===== src/rtl/rdp_systolic_pkg.sv =====
// ---------------------------------------------------------------------------
// rdp_systolic_pkg
//
// Shared constants and helpers for the systolic fork/join controllers.
//
// Contents:
//   DEF_N_OUT, DEF_DATA_W, DEF_CNT_W : default parameter values
//   MAX_N                            : widest branch vector the helpers take
//   onehot_all_done(pend, take)      : 1 when every owed branch is satisfied
//                                      by this cycle's takes
// ---------------------------------------------------------------------------
package rdp_systolic_pkg;

    localparam int DEF_N_OUT  = 4;
    localparam int DEF_DATA_W = 32;
    localparam int DEF_CNT_W  = 16;

    // Branch vectors are zero-extended to this width before using the
    // helpers, so a single function serves every legal branch count (2..8).
    localparam int MAX_N = 8;

    // True when no branch remains owed after this cycle's takes.
    // Bits above the real branch count must be zero on both arguments.
    function automatic logic onehot_all_done(input logic [MAX_N-1:0] pend,
                                             input logic [MAX_N-1:0] take);
        return ((pend & ~take) == '0);
    endfunction

endpackage


===== src/rtl/rdp_fork_lane.sv =====
// ---------------------------------------------------------------------------
// rdp_fork_lane
//
// One downstream branch of the eager fork. Holds the "still owed" bit for
// the current token and performs this branch's handshake.
//
// Ports:
//   clk       in  clock
//   reset_n   in  synchronous reset, active-high
//   valid     in  token slot occupied
//   load      in  a new token loads into the slot this edge
//   mask_bit  in  this branch's bit of the incoming token mask
//   ack       in  downstream accept for this branch
//   req       out downstream valid for this branch
//   take      out this branch transfers this cycle (req & ack)
//   pend      out raw owed bit (slot-level completion uses it)
// ---------------------------------------------------------------------------
module rdp_fork_lane (
    input  logic clk,
    input  logic reset_n,
    input  logic valid,
    input  logic load,
    input  logic mask_bit,
    input  logic ack,
    output logic req,
    output logic take,
    output logic pend
);

    logic pend_q;
    logic pend_d;

    // An ack while not requesting is simply ignored.
    assign req  = valid & pend_q;
    assign take = req & ack;
    assign pend = pend_q;

    // A new token overrides whatever is left of the old one. Otherwise the
    // owed bit clears once taken; when the slot completes every lane has
    // just been taken or was already clear, so it drops to 0 on its own.
    always_comb begin
        pend_d = pend_q;
        if (load) begin
            pend_d = mask_bit;
        end else if (valid) begin
            pend_d = pend_q & ~take;
        end
    end

    always_ff @(posedge clk) begin
        if (reset_n) begin
            pend_q <= 1'b0;
        end else begin
            pend_q <= pend_d;
        end
    end

endmodule


===== src/rtl/rdp_systolic_fork.sv =====
// ---------------------------------------------------------------------------
// rdp_systolic_fork
//
// Eager fork: accepts one upstream token and broadcasts it to N_OUT
// consumers. Each branch handshakes independently; the slot frees when every
// branch named in the token's mask has taken it. A new token can load on the
// same edge the previous one completes, giving one token per cycle.
//
// Parameters:
//   N_OUT   number of branches (2..8)
//   DATA_W  payload width
//   CNT_W   width of the delivered / dropped token counters
//
// Ports:
//   clk       in   clock
//   reset_n   in   synchronous reset, active-high (name kept for codebase)
//   t_req     in   upstream valid
//   t_ack     out  upstream accept (combinational from i_ack)
//   t_data    in   upstream payload
//   t_mask    in   branches that must receive the token
//   i_req     out  per-branch valid
//   i_ack     in   per-branch accept
//   i_data    out  registered payload, common to all branches
//   tok_cnt   out  fully delivered tokens (wraps)
//   drop_cnt  out  accepted tokens with an empty mask (wraps)
//   busy      out  token slot occupied
// ---------------------------------------------------------------------------
module rdp_systolic_fork
    import rdp_systolic_pkg::*;
#(
    parameter int N_OUT  = DEF_N_OUT,
    parameter int DATA_W = DEF_DATA_W,
    parameter int CNT_W  = DEF_CNT_W
) (
    input  logic              clk,
    input  logic              reset_n,
    input  logic              t_req,
    output logic              t_ack,
    input  logic [DATA_W-1:0] t_data,
    input  logic [N_OUT-1:0]  t_mask,
    output logic [N_OUT-1:0]  i_req,
    input  logic [N_OUT-1:0]  i_ack,
    output logic [DATA_W-1:0] i_data,
    output logic [CNT_W-1:0]  tok_cnt,
    output logic [CNT_W-1:0]  drop_cnt,
    output logic              busy
);

    // -----------------------------------------------------------------
    // Slot state
    // -----------------------------------------------------------------
    logic              valid_q;
    logic              valid_d;
    logic [DATA_W-1:0] data_q;
    logic [DATA_W-1:0] data_d;
    logic [CNT_W-1:0]  tok_cnt_q;
    logic [CNT_W-1:0]  tok_cnt_d;
    logic [CNT_W-1:0]  drop_cnt_q;
    logic [CNT_W-1:0]  drop_cnt_d;

    // -----------------------------------------------------------------
    // Handshake decode
    // -----------------------------------------------------------------
    logic [N_OUT-1:0] take_w;
    logic [N_OUT-1:0] pend_w;
    logic             complete;
    logic             accept;
    logic             load;
    logic             drop;
    logic             mask_empty;

    // Completion is judged on the owed set after this cycle's takes, so a
    // token whose last branches all ack together frees the slot on that
    // same edge and t_ack can admit the next one immediately.
    assign complete   = valid_q &
                        onehot_all_done(MAX_N'(pend_w), MAX_N'(take_w));
    assign t_ack      = ~valid_q | complete;
    assign accept     = t_req & t_ack;
    assign mask_empty = (t_mask == '0);
    assign load       = accept & ~mask_empty;
    // An empty-mask token is acknowledged but never occupies the slot.
    assign drop       = accept & mask_empty;

    // -----------------------------------------------------------------
    // Per-branch lanes
    // -----------------------------------------------------------------
    generate
        for (genvar gi = 0; gi < N_OUT; gi++) begin : g_lane
            rdp_fork_lane u_lane (
                .clk      (clk),
                .reset_n  (reset_n),
                .valid    (valid_q),
                .load     (load),
                .mask_bit (t_mask[gi]),
                .ack      (i_ack[gi]),
                .req      (i_req[gi]),
                .take     (take_w[gi]),
                .pend     (pend_w[gi])
            );
        end
    endgenerate

    // -----------------------------------------------------------------
    // Next-state logic
    // -----------------------------------------------------------------
    always_comb begin
        valid_d    = valid_q;
        data_d     = data_q;
        tok_cnt_d  = tok_cnt_q;
        drop_cnt_d = drop_cnt_q;

        if (load) begin
            valid_d = 1'b1;
            data_d  = t_data;
        end else if (complete) begin
            // Payload is kept after completion; i_req is what gates it.
            valid_d = 1'b0;
        end

        // A completion that coincides with a new load still counts once.
        if (complete) begin
            tok_cnt_d = tok_cnt_q + CNT_W'(1);
        end

        if (drop) begin
            drop_cnt_d = drop_cnt_q + CNT_W'(1);
        end
    end

    always_ff @(posedge clk) begin
        if (reset_n) begin
            valid_q    <= 1'b0;
            data_q     <= '0;
            tok_cnt_q  <= '0;
            drop_cnt_q <= '0;
        end else begin
            valid_q    <= valid_d;
            data_q     <= data_d;
            tok_cnt_q  <= tok_cnt_d;
            drop_cnt_q <= drop_cnt_d;
        end
    end

    // -----------------------------------------------------------------
    // Outputs
    // -----------------------------------------------------------------
    assign i_data   = data_q;
    assign tok_cnt  = tok_cnt_q;
    assign drop_cnt = drop_cnt_q;
    assign busy     = valid_q;

    // -----------------------------------------------------------------
    // Upstream must hold its offer steady while it is being stalled.
    // -----------------------------------------------------------------
    property p_upstream_stable;
        @(posedge clk) disable iff (reset_n)
        (t_req && !t_ack) |=> (t_req && (t_data == $past(t_data)) &&
                               (t_mask == $past(t_mask)));
    endproperty

    a_upstream_stable : assert property (p_upstream_stable);

endmodule


===== config.mk =====
export PLATFORM = sky130hd
export DESIGN_NAME = rdp_systolic_fork
export DESIGN_NICKNAME = d
export VERILOG_FILES = /design/src/rtl/rdp_systolic_pkg.sv /design/src/rtl/rdp_fork_lane.sv /design/src/rtl/rdp_systolic_fork.sv
export SDC_FILE = /design/constraint.sdc
export NUM_CORES = 1
export LEC_CHECK = 0
export BUFFER_PORTS_ARGS = -buffer_cell sky130_fd_sc_hd__buf_2
export CORE_MARGIN = 2
export CORE_UTILIZATION = 45
export DETAILED_ROUTE_END_ITERATION = 8
export GPL_TIMING_DRIVEN = 0
export PLACE_DENSITY = 0.82
export SYNTH_ARGS = -nofsm -noshare
export SYNTH_HDL_FRONTEND = slang
export SYNTH_HIERARCHICAL = 1
export SYNTH_SLANG_ARGS = --single-unit
export TNS_END_PERCENT = 5

===== constraint.sdc =====
create_clock -name clk -period 2.3 [get_ports clk]
set_input_delay 0.46 -clock clk [delete_from_list [all_inputs] [get_ports clk]]
set_output_delay 0.46 -clock clk [all_outputs]
set_load 0.05 [all_outputs]

=== After elaboration in Yosys (flattened, before gate mapping) ===
Index checks and enable logic that the tools add are counted.
Widths: inputs -> output; s select.

* Register bits after elaboration: 69
* Logic and storage cells: 49
* Bits of input ports: 43
* Output and inout bits: 70

* Reductions and logical operators: 4
* Multiplexer cells: 10
* Add/subtract/negate cells: 2
* Bitwise logic cells: 25

{| class="wikitable"
|+ Operator list
! kind !! number
|-
| $add 16x1->16 const B || 2
|-
| $and 1x1->1 || 16
|-
| $mux 1 || 10
|-
| $and 4x8->8 || 1
|-
| $logic_not 8->1 || 1
|-
| $not 4->8 || 1
|-
| $not 1->1 || 6
|-
| $logic_not 4->1 || 1
|-
| $reduce_bool 2->1 || 2
|-
| $or 1x1->1 || 1
|}

=== Depth between registers and ports, before layout ===
* Word-level depth: 10
* Gate-level depth with buffers: 7
* Gate-level depth less buffers: 6

=== Hierarchy ===
The synthesis kept the hierarchy.

{| class="wikitable"
|+ By module, submodules not included
! module !! instances !! area an instance (um2) !! cells an instance
|-
| rdp_systolic_fork || 1 || 2959.1 || 356
|-
| rdp_fork_lane || 4 || 56.3 || 7
|}

=== Least setup slack after synthesis ===
Ideal clock, no wire load.

* Path type: register -> output
* From: reg valid_q, in the netlist busy
* To: out t_ack
* Cell stages (with the launch flop): 6
* Slack: -0.280 ns
* Required time: 1.840 ns
* Buffers on the path: 1
* Arrival time: 2.120 ns
* Cell sequence: dfxtp_1 and3_1 nand2b_1 a41oi_2 inv_2 buf_1

* Cells in the longest elaborated chain, start to end: 7

{| class="wikitable"
|+ Ends and longest elaborated chain
! item !! RTL line !! text
|-
| start: declaration || rdp_systolic_fork.sv:52 || <nowiki>logic valid_q;</nowiki>
|-
| start signal: assignment || rdp_systolic_fork.sv:137 || <nowiki>valid_q <= valid_d;</nowiki>
|-
| $and 1x1->1 || rdp_fork_lane.sv:34 || <nowiki>assign req = valid & pend_q;</nowiki>
|-
| $and 1x1->1 || rdp_fork_lane.sv:35 || <nowiki>assign take = req & ack;</nowiki>
|-
| net take_w[2] || rdp_systolic_fork.sv:64 || <nowiki>logic [N_OUT-1:0] take_w;</nowiki>
|-
| $not 4->8 || rdp_systolic_pkg.sv:26 || <nowiki>return ((pend & ~take) == '0);</nowiki>
|-
| $and 4x8->8 || rdp_systolic_pkg.sv:26 ||
|-
| $logic_not 8->1 || rdp_systolic_pkg.sv:26 ||
|-
| $and 1x1->1 || rdp_systolic_fork.sv:75 || <nowiki>assign complete = valid_q &</nowiki>
|-
| $or 1x1->1 || rdp_systolic_fork.sv:77 || <nowiki>assign t_ack = ~valid_q | complete;</nowiki>
|-
| end: declaration || rdp_systolic_fork.sv:38 || <nowiki>output logic t_ack,</nowiki>
|}

The timed path passes the listed nets, and every way through them passes these cells.

=== Worst setup path in the final report ===
Same ends and word-level chain as after synthesis.

==> impl_metrics.yaml <==
critical_path:
  worstSetupEndpointType: "primary output"
  slowest_delay_ns: 0.38
  crit_buf_inv: 2
  crit_path_cell_trace: "and3_1 > nand2b_1 > a41oi_4 > inv_4 > buf_4"
  r2r_cells: 7
  critical_path_class: "reg2out"
  cp_top_family: "flip-flops"
  required_ns: 1.84
  r2r-end: "drop_cnt[15]$_SDFFE_PP0P_"
  cp_max_fo: 17
  rrSetupSlack_ns: 0.17
  arrival_ns: 1.76
  startpoint_type: "flop"
  r2r_start: "busy$_SDFFE_PP0P_"
  crit_path_top_delay_cell: "dfxtp_4"
power_and_ir_drop:
  p_sw_frac: 0.2759
  leakage_uw: 0.001739
  seq_power_share: 0.420
  fin_total_pwr_uw: 3018
  p_int_uw: 2185
  p_per_area_nw_per_um2: 724.5
  clockPowerShare: 0.426
  p_sw_uw: 832.5
  ir_worst_vdd_v: 0.0003831
  combPwrFrac: 0.154
drt:
  detail-route-antenna-nets: 0
  drt_pass1_iterations: 5
  wirelength_mm: 8.943
  drc: 0
  vias: 3387
  avgRoutedWirePerCell_um: 14.71
  drt_iter0_drc: 130
  route.detailed.vias_per_inst: 5.571
timing:
  holdWs_ns: 0.3593
  worst_pin_slew_ns: 0.5031
  maxSlewViolCount: 0
  rsz0062_at_grt: "yes"
  setup_viol: 0
  skew_ns: 0.005617
  maxSlewHeadroom: 0.6646
  setup_slack_ns: 0.07806
  hold_violations: 0
  fmax_ghz: 0.4501
  fin_crit_ns: 2.222
  fin_crit_sh: 0.9661
cells_and_area:
  instances_no_fill: 608
  num-nets-final: 552
  n_antenna_cell: 0
  regArea_um2: 1385
  stdcell_area_um2: 4165
  mostFrequentLayoutCells: "buf_2, dfxtp_1, a21oi_1, nand3_1, o21ai_0"
  final.fill_count: 644
  multi_input_area_um2: 1694
  drive_gt1_frac: 0.3047
  layout_commonest_cell: "buf_2"
  areaGrowthSynthToFinish_pct: 30.81
floorplanning:
  die_h_um: 88.12
  core.rowCount: 30
  start_util: 0.4661
  die-area_um2: 7765
  pin_count: 113
  core_um2: 6832
  die_w_um: 88.12
run:
  cap_violations: 0
synthesis:
  yosysTopAreaCell: "dfxtp_1"
  synth_cells: 384
  syn-num-nets: 429
  synth-seq-cells: 69
  synthTopCellsByArea: "dfxtp_1, a21oi_1, nand3_1"
  synth_area_um2: 3184
  synth_top_area_share: 0.4338
  yosysWarningCount: 6
  synth.distinct_cells: 30
  ys_seq_area_frac: 0.4338
  syn_avg_cell_area_um2: 8.292
global_route:
  antenna_found_initial: 0
  grtUsageTotal: 0.2340
  grt_pass1_wl_mm: 14.51
  grt_pass1_vias: 3177
  grt_max_degree: 18
  grt_overflow: 0
place:
  dp_slack_ns: -0.1840
  gp_congestion: 0.8377
  portBuffers: 112
  dp_hpwl_mm: 6.389
  place_area_um2: 3866
  placed_cells: 592
clock_tree:
  hold_buffers: 0
  cts_tree: "done"
  clock_latency_ns: 0.34
  cts_max_level: 3
  numCtsBuffers: 9
  clk_path_buf_depth: 2
  path_clk_slew_ns: 0.08
  cts.sinks: 69
  root_buffer: "clkbuf_8"
hold_path:
  min_to: "i_data[12]$_SDFFE_PP0P_"
  min_path_cells: 3
  hp-class: "in2reg"
  min_from: "t_data[12]"
outcome:
  status: "complete, no violations"
-- through the flow --
| step | TNS (ns) | util |
|---|---|---|
| floorplan | -0.03287 | - |
| global placement | -1.506 | 0.5659 |
| detailed placement | -1.409 | 0.5659 |
| CTS | 0 | 0.6081 |
| global route | -0.006192 | 0.6097 |
| finish | 0 | 0.6097 |
-- tightest hold or removal path, cell delays in order --
cell and delay, ns:
buf_2 0.10, nand3_1 0.05, a21oi_1 0.05
-- synth_stat cells --
master	n
nor2_1	14
ha_1	2
nor4_4	1
nand3b_1	4
or3_2	1
or4_1	13
nand3_1	39
dfxtp_1	69
nor2b_1	13
nor4b_1	2
o31ai_1	13
inv_2	1
nand2_1	21
mux2_2	13
nand4_1	9
a21oi_1	52
clkbuf_1	25
buf_1	3
a41oi_2	1
inv_1	5
nor4_1	11
and2b_1	1
and4_1	4
a21oi_2	4
buf_2	1
or3_1	4
and3_1	9
and2_1	6
o21ai_0	38
nand2b_1	5
-- final cells by class --
class | count | share of cell area
Clock inverter | 7 | 0.03304
Tap cell | 96 | 0.02884
Buffer | 28 | 0.02613
Timing Repair Buffer | 113 | 0.1370
Clock buffer | 9 | 0.02974
Inverter | 6 | 0.006008
Multi-Input combinational cell | 280 | 0.4067
Sequential cell | 69 | 0.3325
-- sequential cells by signal (all words and copies together), names as in the netlist --
signal / count
i_data: 32
g_lane.u_lane/pend: 4
busy: 1
drop_cnt: 16
tok_cnt: 16
-- repair_timing --
action,CTS,global route
setup buffers,1,0
pin swaps,1,0
endpoints found under the setup margin,8,19
resized for setup,5,6
cloned,0,0
-- per-layer routing --
metal  track usage  routed length (um)  vias to the layer above
met2        0.3767                4222                      123
met3       0.06032                 705                       11
met1        0.2937                3873                     1592
met5             0                   0                        -
li1              -                   -                     1661
met4        0.1102                 141                        0
-- power groups by stage --
| stage | Sequential [uW] | Combinational [uW] | Clock [uW] |
|---|---|---|---|
| after floorplan | 1430 | 173 | 0 |
| after global placement | 1290 | 447 | 0 |
| after detailed placement | 1290 | 455 | 0 |
| after CTS | 1270 | 462 | 1310 |
| after global routing | 1270 | 502 | 1360 |
| final | 1270 | 463 | 1290 |
-- worst max path at each step --
stage / from / to / depth (start not counted)
6_report: busy$_SDFFE_PP0P_ / t_ack / 5
5_1_grt: busy$_SDFFE_PP0P_ / t_ack / 5
4_1_cts: busy$_SDFFE_PP0P_ / i_data[2]$_SDFFE_PP0P_ / 8
3_5_place_dp: i_ack[3] / t_ack / 7
3_3_place_gp: i_ack[2] / t_ack / 7
2_1_floorplan: busy$_SDFFE_PP0P_ / drop_cnt[15]$_SDFFE_PP0P_ / 6
-- kinds of logic (layout without fill, tap and decap cells) --
| group | Yosys count | count (layout) | synth area share |
|---|---|---|---|
| AO/OA/AOI/OAI | 108 | 108 | 0.1882 |
| buffers and inverters | 35 | 163 | 0.04165 |
| multiplexers | 13 | 13 | 0.04597 |
| adder cells (fa/ha/maj) | 2 | 2 | 0.007857 |
| flip-flops | 69 | 69 | 0.4338 |
| AND/OR/NAND/NOR | 157 | 157 | 0.2825 |
(Power assumes the default switching activity.)
